$ cat src/rtl/debug_pipe_pkg.sv
// debug_pipe_pkg
// Shared definitions for the debug pipe-out framer and its prefetch queue.
// Contents: the framer state enum, the trailer header byte, the trailer
// field widths and a helper that assembles a trailer word.
package debug_pipe_pkg;

   localparam int WORD_W        = 32;
   localparam int SEQ_FIELD_W   = 8;
   localparam int COUNT_FIELD_W = 16;

   localparam logic [7:0] TRAILER_HDR = 8'hDB;

   typedef enum logic [1:0] {
      ST_IDLE,
      ST_LOAD,
      ST_READY,
      ST_STREAM
   } pipe_state_t;

   // Trailer layout: header byte, low byte of the block sequence, payload count.
   function automatic logic [WORD_W-1:0] make_trailer(
      input logic [SEQ_FIELD_W-1:0]   seq,
      input logic [COUNT_FIELD_W-1:0] cnt
   );
      return {TRAILER_HDR, seq, cnt};
   endfunction

endpackage

$ cat src/rtl/debug_prefetch_q2.sv
// debug_prefetch_q2
// Two-entry prefetch queue sitting between the upstream FIFO and the framer.
// It issues FIFO reads only while stored words plus outstanding reads stay
// below two, so the queue can never overflow.
// Ports:
//   rd_clk, rstn      clock / async active-low reset
//   fifo_empty        upstream FIFO empty flag
//   fifo_valid        upstream read data valid (one cycle after fifo_rd_en)
//   fifo_dout         upstream read data
//   fifo_rd_en        upstream read request
//   pop               consume the head word this cycle
//   head              current head word
//   q_empty           queue holds no words
module debug_prefetch_q2
   import debug_pipe_pkg::*;
(
   input  logic              rd_clk,
   input  logic              rstn,
   input  logic              fifo_empty,
   input  logic              fifo_valid,
   input  logic [WORD_W-1:0] fifo_dout,
   output logic              fifo_rd_en,
   input  logic              pop,
   output logic [WORD_W-1:0] head,
   output logic              q_empty
);

   logic [WORD_W-1:0] slot0;
   logic [WORD_W-1:0] slot1;
   logic [1:0]        occ;
   logic [1:0]        in_flight;
   logic              push;
   logic              do_pop;

   // Read request and push/pop qualification. A returning word is only
   // accepted when a read is known to be outstanding, which drops data from
   // reads issued before a reset.
   always_comb begin
      fifo_rd_en = rstn && !fifo_empty &&
                   (({1'b0, occ} + {1'b0, in_flight}) < 3'd2);
      do_pop     = pop && (occ != 2'd0);
      push       = fifo_valid && (in_flight != 2'd0) &&
                   ((occ != 2'd2) || do_pop);
      head       = slot0;
      q_empty    = (occ == 2'd0);
   end

   // Outstanding read tracking.
   always_ff @(posedge rd_clk or negedge rstn) begin
      if (!rstn) begin
         in_flight <= 2'd0;
      end else begin
         case ({fifo_rd_en, fifo_valid && (in_flight != 2'd0)})
            2'b10:   in_flight <= in_flight + 2'd1;
            2'b01:   in_flight <= in_flight - 2'd1;
            default: in_flight <= in_flight;
         endcase
      end
   end

   // Storage: slot0 is always the head; a simultaneous push and pop keeps
   // occupancy unchanged.
   always_ff @(posedge rd_clk or negedge rstn) begin
      if (!rstn) begin
         slot0 <= '0;
         slot1 <= '0;
         occ   <= 2'd0;
      end else begin
         case ({push, do_pop})
            2'b10: begin
               if (occ == 2'd0) slot0 <= fifo_dout;
               else             slot1 <= fifo_dout;
               occ <= occ + 2'd1;
            end
            2'b01: begin
               slot0 <= slot1;
               occ   <= occ - 2'd1;
            end
            2'b11: begin
               if (occ == 2'd1) begin
                  slot0 <= fifo_dout;
               end else begin
                  slot0 <= slot1;
                  slot1 <= fifo_dout;
               end
            end
            default: ;
         endcase
      end
   end

endmodule

$ cat src/rtl/debug_pipeout_framer.sv
// debug_pipeout_framer
// Frames upstream FIFO data into fixed-length host pipe-out blocks. Each block
// is BLOCK_WORDS words: payload (padded with FILL_WORD once data runs out)
// followed by a trailer {8'hDB, seq[7:0], payload_count[15:0]}. A block starts
// on fifo_prog_full or after TIMEOUT_CYC cycles of pending data.
// Ports:
//   rd_clk, rstn                  clock / async active-low reset
//   fifo_dout, fifo_valid         upstream read data and its valid
//   fifo_empty, fifo_prog_full    upstream status
//   fifo_rd_en                    upstream read request
//   po_ready                      block available to host
//   po_read                       host word-read strobe
//   po_data                       current word to host
//   blk_seq                       completed-block count
//   err_read                      sticky flag: host read outside a block
module debug_pipeout_framer
   import debug_pipe_pkg::*;
#(
   parameter int unsigned BLOCK_WORDS = 256,
   parameter int unsigned TIMEOUT_CYC = 65535,
   parameter logic [31:0] FILL_WORD   = 32'h0000_0000
)(
   input  logic                     rd_clk,
   input  logic                     rstn,
   input  logic [WORD_W-1:0]        fifo_dout,
   input  logic                     fifo_valid,
   input  logic                     fifo_empty,
   input  logic                     fifo_prog_full,
   output logic                     fifo_rd_en,
   output logic                     po_ready,
   input  logic                     po_read,
   output logic [WORD_W-1:0]        po_data,
   output logic [15:0]              blk_seq,
   output logic                     err_read
);

   localparam int IDX_W = (BLOCK_WORDS > 2) ? $clog2(BLOCK_WORDS) : 1;
   localparam int TMR_W = (TIMEOUT_CYC > 1) ? $clog2(TIMEOUT_CYC + 1) : 1;
   localparam logic [IDX_W-1:0] LAST_IDX = IDX_W'(BLOCK_WORDS - 1);
   localparam logic [TMR_W-1:0] TMR_END  = TMR_W'(TIMEOUT_CYC);

   pipe_state_t              state;
   pipe_state_t              state_nxt;
   logic [IDX_W-1:0]         idx;
   logic [IDX_W-1:0]         next_idx;
   logic                     pad;
   logic [COUNT_FIELD_W-1:0] pay_cnt;
   logic [TMR_W-1:0]         timer;
   logic [WORD_W-1:0]        q_head;
   logic                     q_empty;
   logic                     q_pop;
   logic                     host_adv;
   logic                     stray_rd;
   logic                     at_trailer;
   logic                     load_word;
   logic                     load_is_trailer;
   logic                     take_data;

   debug_prefetch_q2 u_prefetch (
      .rd_clk     (rd_clk),
      .rstn       (rstn),
      .fifo_empty (fifo_empty),
      .fifo_valid (fifo_valid),
      .fifo_dout  (fifo_dout),
      .fifo_rd_en (fifo_rd_en),
      .pop        (q_pop),
      .head       (q_head),
      .q_empty    (q_empty)
   );

   // State register.
   always_ff @(posedge rd_clk or negedge rstn) begin
      if (!rstn) state <= ST_IDLE;
      else       state <= state_nxt;
   end

   // Next-state logic: the block ends when the host reads the trailer.
   always_comb begin
      state_nxt = state;
      case (state)
         ST_IDLE:   if (fifo_prog_full || (timer == TMR_END)) state_nxt = ST_LOAD;
         ST_LOAD:   state_nxt = ST_READY;
         ST_READY:  if (po_read) state_nxt = (idx == LAST_IDX) ? ST_IDLE : ST_STREAM;
         ST_STREAM: if (po_read && (idx == LAST_IDX)) state_nxt = ST_IDLE;
         default:   state_nxt = ST_IDLE;
      endcase
   end

   // Output and word-load decisions. A word is loaded on entry (LOAD) and on
   // every host read that is not the trailer read. Once padding starts it
   // stays on until the block ends, even if data reappears.
   always_comb begin
      po_ready        = (state == ST_READY);
      host_adv        = po_read && ((state == ST_READY) || (state == ST_STREAM));
      stray_rd        = po_read && ((state == ST_IDLE) || (state == ST_LOAD));
      at_trailer      = (idx == LAST_IDX);
      next_idx        = idx + 1'b1;
      load_word       = (state == ST_LOAD) || (host_adv && !at_trailer);
      load_is_trailer = (state != ST_LOAD) && (next_idx == LAST_IDX);
      take_data       = load_word && !load_is_trailer && !q_empty &&
                        ((state == ST_LOAD) || !pad);
      q_pop           = take_data;
   end

   // Framing datapath: index, pad flag, payload count, output word,
   // sequence counter, timer and the stray-read flag.
   always_ff @(posedge rd_clk or negedge rstn) begin
      if (!rstn) begin
         idx      <= '0;
         pad      <= 1'b0;
         pay_cnt  <= '0;
         timer    <= '0;
         po_data  <= '0;
         blk_seq  <= '0;
         err_read <= 1'b0;
      end else begin
         if (stray_rd) err_read <= 1'b1;

         if (host_adv && at_trailer) begin
            timer   <= '0;
            blk_seq <= blk_seq + 16'd1;
         end else if (state == ST_IDLE) begin
            if (!q_empty || !fifo_empty)
               timer <= (timer == TMR_END) ? timer : timer + 1'b1;
            else
               timer <= '0;
         end

         if (state == ST_LOAD) begin
            idx     <= '0;
            pad     <= !take_data;
            pay_cnt <= take_data ? 16'd1 : 16'd0;
            po_data <= take_data ? q_head : FILL_WORD;
         end else if (load_word) begin
            idx <= next_idx;
            if (load_is_trailer) begin
               po_data <= make_trailer(blk_seq[SEQ_FIELD_W-1:0], pay_cnt);
            end else if (take_data) begin
               po_data <= q_head;
               pay_cnt <= pay_cnt + 16'd1;
            end else begin
               po_data <= FILL_WORD;
               pad     <= 1'b1;
            end
         end
      end
   end

endmodule

$ cat config.mk
export PLATFORM = sky130hd
export DESIGN_NAME = debug_pipeout_framer
export DESIGN_NICKNAME = d
export VERILOG_FILES = /design/src/rtl/debug_pipe_pkg.sv /design/src/rtl/debug_prefetch_q2.sv /design/src/rtl/debug_pipeout_framer.sv
export SDC_FILE = /design/constraint.sdc
export NUM_CORES = 1
export LEC_CHECK = 0
export CORE_ASPECT_RATIO = 1.25
export CORE_MARGIN = 2
export CORE_UTILIZATION = 40
export CTS_BUF_LIST = sky130_fd_sc_hd__clkbuf_8
export DETAILED_ROUTE_END_ITERATION = 10
export SETUP_SLACK_MARGIN = 0.1
export SKIP_CTS_REPAIR_TIMING = 1
export SLEW_MARGIN = 20
export SYNTH_ARGS = -nofsm -noshare
export SYNTH_HDL_FRONTEND = slang
export SYNTH_SLANG_ARGS = --single-unit
$ cat constraint.sdc
create_clock -name rd_clk -period 2.9 [get_ports rd_clk]
set_input_delay 0.435 -clock rd_clk [delete_from_list [all_inputs] [get_ports rd_clk]]
set_output_delay 0.435 -clock rd_clk [all_outputs]
set_load 0.05 [all_outputs]
==> impl_metrics.toml, run 1 <==
[timing]
maxSlewHeadroom_pct = 33.5
drv_slew = 0
fin_skew_ps = 18.3
tightest_slew_ps = 998
fin_setup_tns_ps = 0
hold_viol = 0
finalCriticalPeriod_ps = 2690
worst_slack_ps = 211
rsz0062_at_grt = "false"
fin_crit_sh_pct = 92.7
setup_violations = 0
max_freq_ghz = 0.372

[yosys]
synth-seq-cells = 160
yosysWarnings = 0
synth_area_um2 = 8090
synth_nets = 844
synthFlopType = "dfrtp_1"
async_flop_share_pct = 100
synth_cell_types = 59
synth_edf_count = 0
seq_area_frac_synth_pct = 49.5
syn_inst = 796
syn_area_per_cell_um2 = 10.2

[floorplanning]
core_um2 = 20000
pin_count = 89
rows = 58
dieArea_um2 = 21400
fp.dieW_um = 131
initial_core_util_pct = 40.5
die_h_um = 163

[placed_design]
placed_area_um2 = 9410
place_ws_ps = 385
place.gp.congestion = 0.814
io_buffers = 88
dpl.hpwl_um = 12700

[grt]
grt_max_degree = 161
antenna_found_initial = 0
overflow = 0
grt_pass1_vias = 6280
track_usage_pct = 19.0
grt_first_pass_wirelength_um = 32700

[layout]
drive_gt1_share_pct = 12.7
syn2layout_area_growth_pct = 22.0
layout_commonest_cell = "dfrtp_1"
layout_common_cells = "dfrtp_1 (159), clkdlybuf4s50_1 (86), nand2_1 (70), o21ai_0 (68), nor3_1 (37)"
nets = 928
stdcell_area_um2 = 9860
final.fill_count = 1890
num_antenna_cells = 0

[routing]
dr.pass1.iters = 4
num_vias = 6250
drtIter0Drc = 397
wl_per_cell_um = 16.7
postRouteAntennaNets = 0
drc = 0
wl_um = 19400
viasPerCell = 5.37

[clocking]
clkLatencyLatePin_ps = 470
cts_tree = "done"
cts_buffers = 17
path_clk_slew_ps = 90
cts_sinks = 160
cts.path.max_buffers = 2
h-tree-depth = 4
clock-root-buffer = "clkbuf_8"

[worst_setup_path]
slowest_delay_ps = 540
r2r-end = "u_prefetch.slot1[3]"
path_max_fanout = 5
reg2reg_from = "u_prefetch.occ[0]"
rr_worst_depth = 7
setup.worst_path.start_class = "register"
crit_arrival_ps = 2250
endpoint = "fifo_rd_en"
cpLargestDelayFamily = "simple AND/OR/NAND/NOR gates"
critPathBufInv = 2
cp.required_ps = 2470
rrSetupSlack_ps = 350
cp_cell_sequence = "and2_1, fa_1, or4b_4, inv_2, buf_12"
startpoint = "u_prefetch.in_flight[0]"
cp.depth = 5
endpoint_kind = "primary output"
critPathKind = "register to primary output"
slowest_stage = "or4b_4"

[hold_path]
hold_class = "primary input to async pin"

[outcome]
status = "finished clean"

[pwr]
p_leak_nw = 3.98
design_power_total_w = 0.00670
power.density_nw_per_um2 = 679
peakVddDrop_mv = 0.341

[run]
max-cap-violations = 0
[worst min path at each step]
stage,cells after the start,to,startpoint,slack (ps)
6_report,2,pay_cnt[9],rstn,60
2_1_floorplan,0,blk_seq[0],rstn,140
5_1_grt,2,po_data[2],rstn,190
4_1_cts,2,po_data[2],rstn,180
3_3_place_gp,1,err_read,err_read,440
3_5_place_dp,1,err_read,err_read,450
[cells in the mapped netlist (4+ instances only)]
cell       number  share of area (%)
nand2_1        70                3.2
and4_1          9               0.97
o311ai_0        4               0.43
o21ai_0        68                4.2
a31oi_1        35                2.7
nand3_1        22                1.4
inv_1          11               0.51
nand4_1        11               0.85
a22o_1          4               0.43
nand3b_1       34                3.2
o2111ai_1       7               0.76
mux2_2         32                4.5
clkbuf_1       40                1.9
o41ai_1         6               0.65
o211ai_1       12                1.1
mux2i_1        25                3.1
or4_1          10               0.93
and3_1         13                1.0
buf_2           8               0.50
nand2b_1        8               0.62
and2_1         29                2.2
xnor2_1        15                1.6
ha_1            9                1.4
nor3_1         38                2.4
o31ai_1         4               0.37
xor2_1         14                1.5
dfrtp_1       160                 50
nor2_1         29                1.3
a21oi_1        18                1.1
[layer usage]
metal | vias up | global-route usage (%) | share of wire (%)
met5 | - | 0 | 0
met4 | 0 | 5.73 | 1.5
met3 | 21 | 3.24 | 2.3
met2 | 87 | 32.0 | 50
met1 | 3060 | 25.2 | 46
li1 | 3082 | - | -
[report_power, final]
part	total [W]	leakage, nW	switching [W]	internal [W]
registers	0.00321	2.01	0.000394	0.00281
clock network	0.00176	0.207	0.000955	0.000810
logic	0.00172	1.76	0.000828	0.000897
total	0.00670	3.98	0.00218	0.00452
[cell type report]
type / instances / area (µm²) / share of cell area [%]
Inverter: 11 / 41.3 / 0.419
Multi-Input combinational cell: 569 / 3820 / 38.8
Clock buffer: 17 / 234 / 2.37
Clock inverter: 15 / 195 / 1.98
Sequential cell: 160 / 4010 / 40.6
Timing Repair Buffer: 121 / 1230 / 12.4
Tap cell: 270 / 338 / 3.43
[registers in the layout, indices dropped and copies added (netlist names)]
register	flops
blk_seq	16
err_read	1
idx	8
pad	1
pay_cnt	16
po_data	32
state	2
timer	16
u_prefetch.head	32
u_prefetch.in_flight	2
u_prefetch.occ	2
u_prefetch.slot1	32
[worst register-to-register path: stages (launching register included)]
cell and delay (ps):
dfrtp_1 420, inv_1 110, ha_1 380, a21oi_2 450, nand4_1 230, a32oi_4 240, buf_12 240, mux2_2 380
[logic make-up after synthesis]
kind of cell    share of synthesized area [%]
simple gates                             19.0
compound gates                           15.2
flops                                    49.5
buf+inv                                  3.61
mux                                      7.97
xor+xnor                                 3.14
fa+ha+maj                                1.64
[per-stage QoR]
| step | utilization, % | hold WS [ps] | std cells |
|---|---|---|---|
| floorplan | - | 139 | 796 |
| global placement | 47.1 | 441 | 1128 |
| detailed placement | 47.1 | 450 | 1128 |
| CTS | 49.3 | 180 | 1160 |
| global route | 49.4 | 192 | 1163 |
| finish | 49.4 | 57.8 | 1163 |
Power figures use the tool's default switching activity.
==> run 2: changes to the inputs <==
--- a/config.mk
+++ b/config.mk
@@ -5,11 +5,14 @@
 export SDC_FILE = /design/constraint.sdc
 export NUM_CORES = 1
 export LEC_CHECK = 0
+export CELL_PAD_IN_SITES_DETAIL_PLACEMENT = 0
+export CELL_PAD_IN_SITES_GLOBAL_PLACEMENT = 1
 export CORE_ASPECT_RATIO = 1.25
 export CORE_MARGIN = 2
 export CORE_UTILIZATION = 40
 export CTS_BUF_LIST = sky130_fd_sc_hd__clkbuf_8
 export DETAILED_ROUTE_END_ITERATION = 10
+export PLACE_DENSITY_LB_ADDON = 0.1
 export SETUP_SLACK_MARGIN = 0.1
 export SKIP_CTS_REPAIR_TIMING = 1
 export SLEW_MARGIN = 20
==> run 2 against run 1 <==
Against the previous run:
- wire length grew 3.0%
- sequential power is essentially flat
- sequential share of layout area grew 0.60 points
- global-route usage grew 0.24 points
- critical path type unchanged
- clock skew grew 1.5 ps
==> impl_metrics.toml, run 2 (synthesized netlist as in run 1, its figures left out) <==
[floorplanning]
dieArea_um2 = 21400
fp.dieW_um = 131
initial_core_util_pct = 40.5
die_h_um = 163
rows = 58
pin_count = 89
core_um2 = 20000

[worst_setup_path]
cp.depth = 5
cp.required_ps = 2470
cpLargestDelayFamily = "simple AND/OR/NAND/NOR gates"
endpoint = "fifo_rd_en"
startpoint = "u_prefetch.in_flight[0]"
slowest_stage = "or4b_4"
reg2reg_from = "idx[0]"
cp_cell_sequence = "and2_1, fa_1, or4b_4, inv_2, buf_12"
critPathKind = "register to primary output"
path_max_fanout = 5
r2r-end = "u_prefetch.slot1[31]"
crit_arrival_ps = 2280
setup.worst_path.start_class = "register"
slowest_delay_ps = 550
rr_worst_depth = 7
rrSetupSlack_ps = 220
endpoint_kind = "primary output"
critPathBufInv = 2

[clocking]
cts_buffers = 17
cts.path.max_buffers = 2
cts_sinks = 160
cts_tree = "done"
h-tree-depth = 4
path_clk_slew_ps = 90
clkLatencyLatePin_ps = 460
clock-root-buffer = "clkbuf_8"

[routing]
dr.pass1.iters = 4
wl_per_cell_um = 17.3
drc = 0
viasPerCell = 5.49
num_vias = 6326
wl_um = 20000
postRouteAntennaNets = 0
drtIter0Drc = 323

[pwr]
power.density_nw_per_um2 = 671
peakVddDrop_mv = 0.367
p_leak_nw = 3.92
design_power_total_w = 0.00652

[layout]
num_antenna_cells = 0
syn2layout_area_growth_pct = 20.2
layout_commonest_cell = "dfrtp_1"
nets = 918
layout_common_cells = "dfrtp_1 (159), clkdlybuf4s50_1 (86), nand2_1 (70), o21ai_0 (68), nor3_1 (37)"
drive_gt1_share_pct = 11.7
final_cells = 1153

[timing]
setup_violations = 0
rsz0062_at_grt = "false"
tightest_slew_ps = 931
fin_crit_sh_pct = 93.7
fin_setup_tns_ps = 0
maxSlewHeadroom_pct = 37.9
hold_viol = 0
drv_slew = 0
max_freq_ghz = 0.368
finalCriticalPeriod_ps = 2720
whs_ps = 78.6
fin_skew_ps = 19.8

[outcome]
status = "finished clean"

[placed_design]
io_buffers = 88
dp_cells = 1121
dpl.hpwl_um = 13100
place.gp.congestion = 0.833

[run]
max-cap-violations = 0

[grt]
track_usage_pct = 19.2
grt_pass1_vias = 6199
antenna_found_initial = 0
grt_first_pass_wirelength_um = 33000
grt_max_degree = 161
overflow = 0

[hold_path]
hold_class = "primary input to async pin"
run 2: cell count changes in the layout (fill, tap and decap cells not counted), sizes merged:
| cell | before | now |
|---|---|---|
| clkinv | 3 | 2 |
| bufinv | 2 | 1 |
| inv | 18 | 20 |
| buf | 35 | 25 |
run 2: worst min path at each step:
stage / from / end / cells after the start
global placement: err_read / err_read / 1
detailed placement: err_read / err_read / 1
global route: rstn / po_data[7] / 2
CTS: rstn / timer[10] / 2
floorplan: rstn / blk_seq[0] / 0
finish: rstn / timer[10] / 2
run 2: worst register-to-register path: stages, from the launching register on:
cell and delay [ps]:
dfrtp_1 450, ha_1 300, nor2b_1 200, o2111ai_2 250, a41o_1 430, a32oi_4 320, buf_12 260, mux2_2 380
run 2: final cells by class:
class / count / area [µm²]
clock buffer: 17 / 234
clock inverter: 15 / 148
fill: 1819 / 10200
inverter: 11 / 41.3
multi-input combinational: 569 / 3830
sequential: 160 / 4010
tap: 270 / 338
timing repair buffer: 111 / 1130
run 2: power breakdown:
| part | total, W | switching, W | internal, W |
|---|---|---|---|
| Combinational | 0.00167 | 0.000813 | 0.000853 |
| Sequential | 0.00321 | 0.000394 | 0.00281 |
| Clock | 0.00165 | 0.000941 | 0.000705 |
run 2: routing by layer:
| layer | wire [µm] | part of all wire (%) | vias up | track usage [%] |
|---|---|---|---|---|
| met1 | 9190 | 46 | 3156 | 25.6 |
| met4 | 218 | 1.1 | 0 | 5.04 |
| li1 | - | - | 3066 | - |
| met2 | 10000 | 50 | 88 | 32.7 |
| met5 | 0 | 0 | - | 0 |
| met3 | 541 | 2.7 | 16 | 3.36 |
run 2: through the flow:
stage	util, %	area, µm²	setup slack [ps]
after floorplan	-	8090	488
after global placement	46.7	9330	266
after detailed placement	46.7	9330	238
after CTS	48.7	9710	-57.3
after global routing	48.7	9720	100
final	48.7	9720	184
==> run 3: changes to the inputs <==
--- a/config.mk
+++ b/config.mk
@@ -12,6 +12,7 @@
 export CORE_UTILIZATION = 40
 export CTS_BUF_LIST = sky130_fd_sc_hd__clkbuf_8
 export DETAILED_ROUTE_END_ITERATION = 10
+export MAX_ROUTING_LAYER = met4
 export PLACE_DENSITY_LB_ADDON = 0.1
 export SETUP_SLACK_MARGIN = 0.1
 export SKIP_CTS_REPAIR_TIMING = 1
==> run 3 against run 2 <==
Against the previous run:
- first-iteration DRC count up 12%
- non-clock buffer count is 2 higher
- clock skew shrank 3.5 ps
- register-to-register slack is essentially flat
- critical path depth unchanged
- sequential share of layout area is essentially flat
- cell area increased by 0.12%
- core utilization increased by 0.056 points
- critical endpoint unchanged
- largest cell class unchanged
==> impl_metrics.toml, run 3 (synthesized netlist as in run 1, its figures left out) <==
[routing]
wl_per_cell_um = 17.3
drt-met1-wl_um = 9210
postRouteAntennaNets = 0
num_vias = 6330
drtIter0Drc = 363
dr_wl_met2_um = 10000
wl_um = 20000
drc = 0
top_layer_used = "met4"
viasPerCell = 5.48
met3WireLength_um = 554
dr.pass1.iters = 4

[grt]
grt_max_degree = 161
antenna_found_initial = 0
grt_pass1_vias = 6199
overflow = 0
grt_first_pass_wirelength_um = 33100
track_usage_pct = 19.8

[timing]
setup_violations = 0
hold_viol = 0
fin_crit_sh_pct = 92.8
tightest_slew_ps = 1050
fin_setup_tns_ps = 0
whs_ps = 74.6
rsz0062_at_grt = "false"
finalCriticalPeriod_ps = 2690
fin_skew_ps = 16.3
drv_slew = 0
max_freq_ghz = 0.372
maxSlewHeadroom_pct = 29.9

[layout]
layout_commonest_cell = "dfrtp_1"
finish.utilization_pct = 48.8
stdcell_area_um2 = 9730
final_cells = 1155
regArea_um2 = 4010
num_antenna_cells = 0
syn2layout_area_growth_pct = 20.3
layout_common_cells = "dfrtp_1 (159), clkdlybuf4s50_1 (86), nand2_1 (70), o21ai_0 (68), nor3_1 (37)"
nets = 920
multi_input_area_um2 = 3820
drive_gt1_share_pct = 11.8
final.fill_count = 1820

[placed_design]
place.gp.congestion = 0.846
io_buffers = 88
dpl.hpwl_um = 13100
placed_area_um2 = 9330
dp_cells = 1121

[pwr]
p_leak_nw = 3.92
peakVddDrop_mv = 0.368
power.density_nw_per_um2 = 672

[clocking]
cts_tree = "done"
clkLatencyLatePin_ps = 460
cts.path.max_buffers = 2
cts_buffers = 17
clock-root-buffer = "clkbuf_8"
path_clk_slew_ps = 90
h-tree-depth = 4
cts_sinks = 160

[floorplanning]
core_um2 = 20000
rows = 58
initial_core_util_pct = 40.5
die_h_um = 163
dieArea_um2 = 21400
pin_count = 89
fp.dieW_um = 131

[worst_setup_path]
critPathKind = "register to primary output"
slowest_delay_ps = 550
setup.worst_path.start_class = "register"
cp_cell_sequence = "and2_1, fa_1, or4b_4, inv_2, buf_12"
slowest_stage = "or4b_4"
cp.required_ps = 2470
crit_arrival_ps = 2260
path_max_fanout = 5
endpoint_kind = "primary output"

[run]
max-cap-violations = 0

[outcome]
status = "finished clean"

[hold_path]
hold_class = "primary input to async pin"
[run 3: cell count changes in the layout (fill, tap and decap cells not counted)]
cell,previous run,this run
buf_4,18,20
o21bai_1,0,1
o21bai_2,1,0
[run 3: final cells by class]
cell class | instances | area share [%]
sequential | 160 | 41.2
multi-input combinational | 569 | 39.3
timing repair buffer | 113 | 11.7
tap | 270 | 3.47
clock buffer | 17 | 2.40
clock inverter | 15 | 1.52
inverter | 11 | 0.424
[run 3: per-layer routing]
layer  GRT usage [%]  vias to the layer above
met3            3.52                       19
met1            25.5                     3155
met2            32.8                       89
met4            4.89                        0
met5               -                        -
li1                -                     3067
[run 3: metrics by stage]
step	worst slack [ps]	total power (W)
floorplan	488	0.00444
CTS	-57.3	0.00659
global route	100	0.00698
global placement	266	0.00486
detailed placement	238	0.00493
finish	208	0.00653
[run 3: worst paths after layout]
kind / depth (start not counted) / slack, ps / start / endpoint
worst min register to register: 1 / 480 / blk_seq[15] / blk_seq[15]
worst min-delay path: 2 / 70 / rstn / timer[10]
worst max-delay path: 5 / 210 / u_prefetch.occ[0] / fifo_rd_en
max in group asynchronous: 2 / 2090 / rstn / po_data[12]
min in group rd_clk: 1 / 480 / blk_seq[15] / blk_seq[15]
worst max register to register: 7 / 220 / idx[0] / u_prefetch.slot1[31]
[run 3: report_power, final]
group | total, W | internal, W | switching (W)
clock | 0.00164 | 0.000705 | 0.000937
sequential | 0.00320 | 0.00281 | 0.000386
combinational | 0.00169 | 0.000870 | 0.000825
[run 3: critical path: cells and delay by family, from the launching register on]
kind	cells	cell delay, ps
and+or+nand+nor	2	720
DFF	1	430
adders and majority gates	1	430
buffers and inverters	2	220
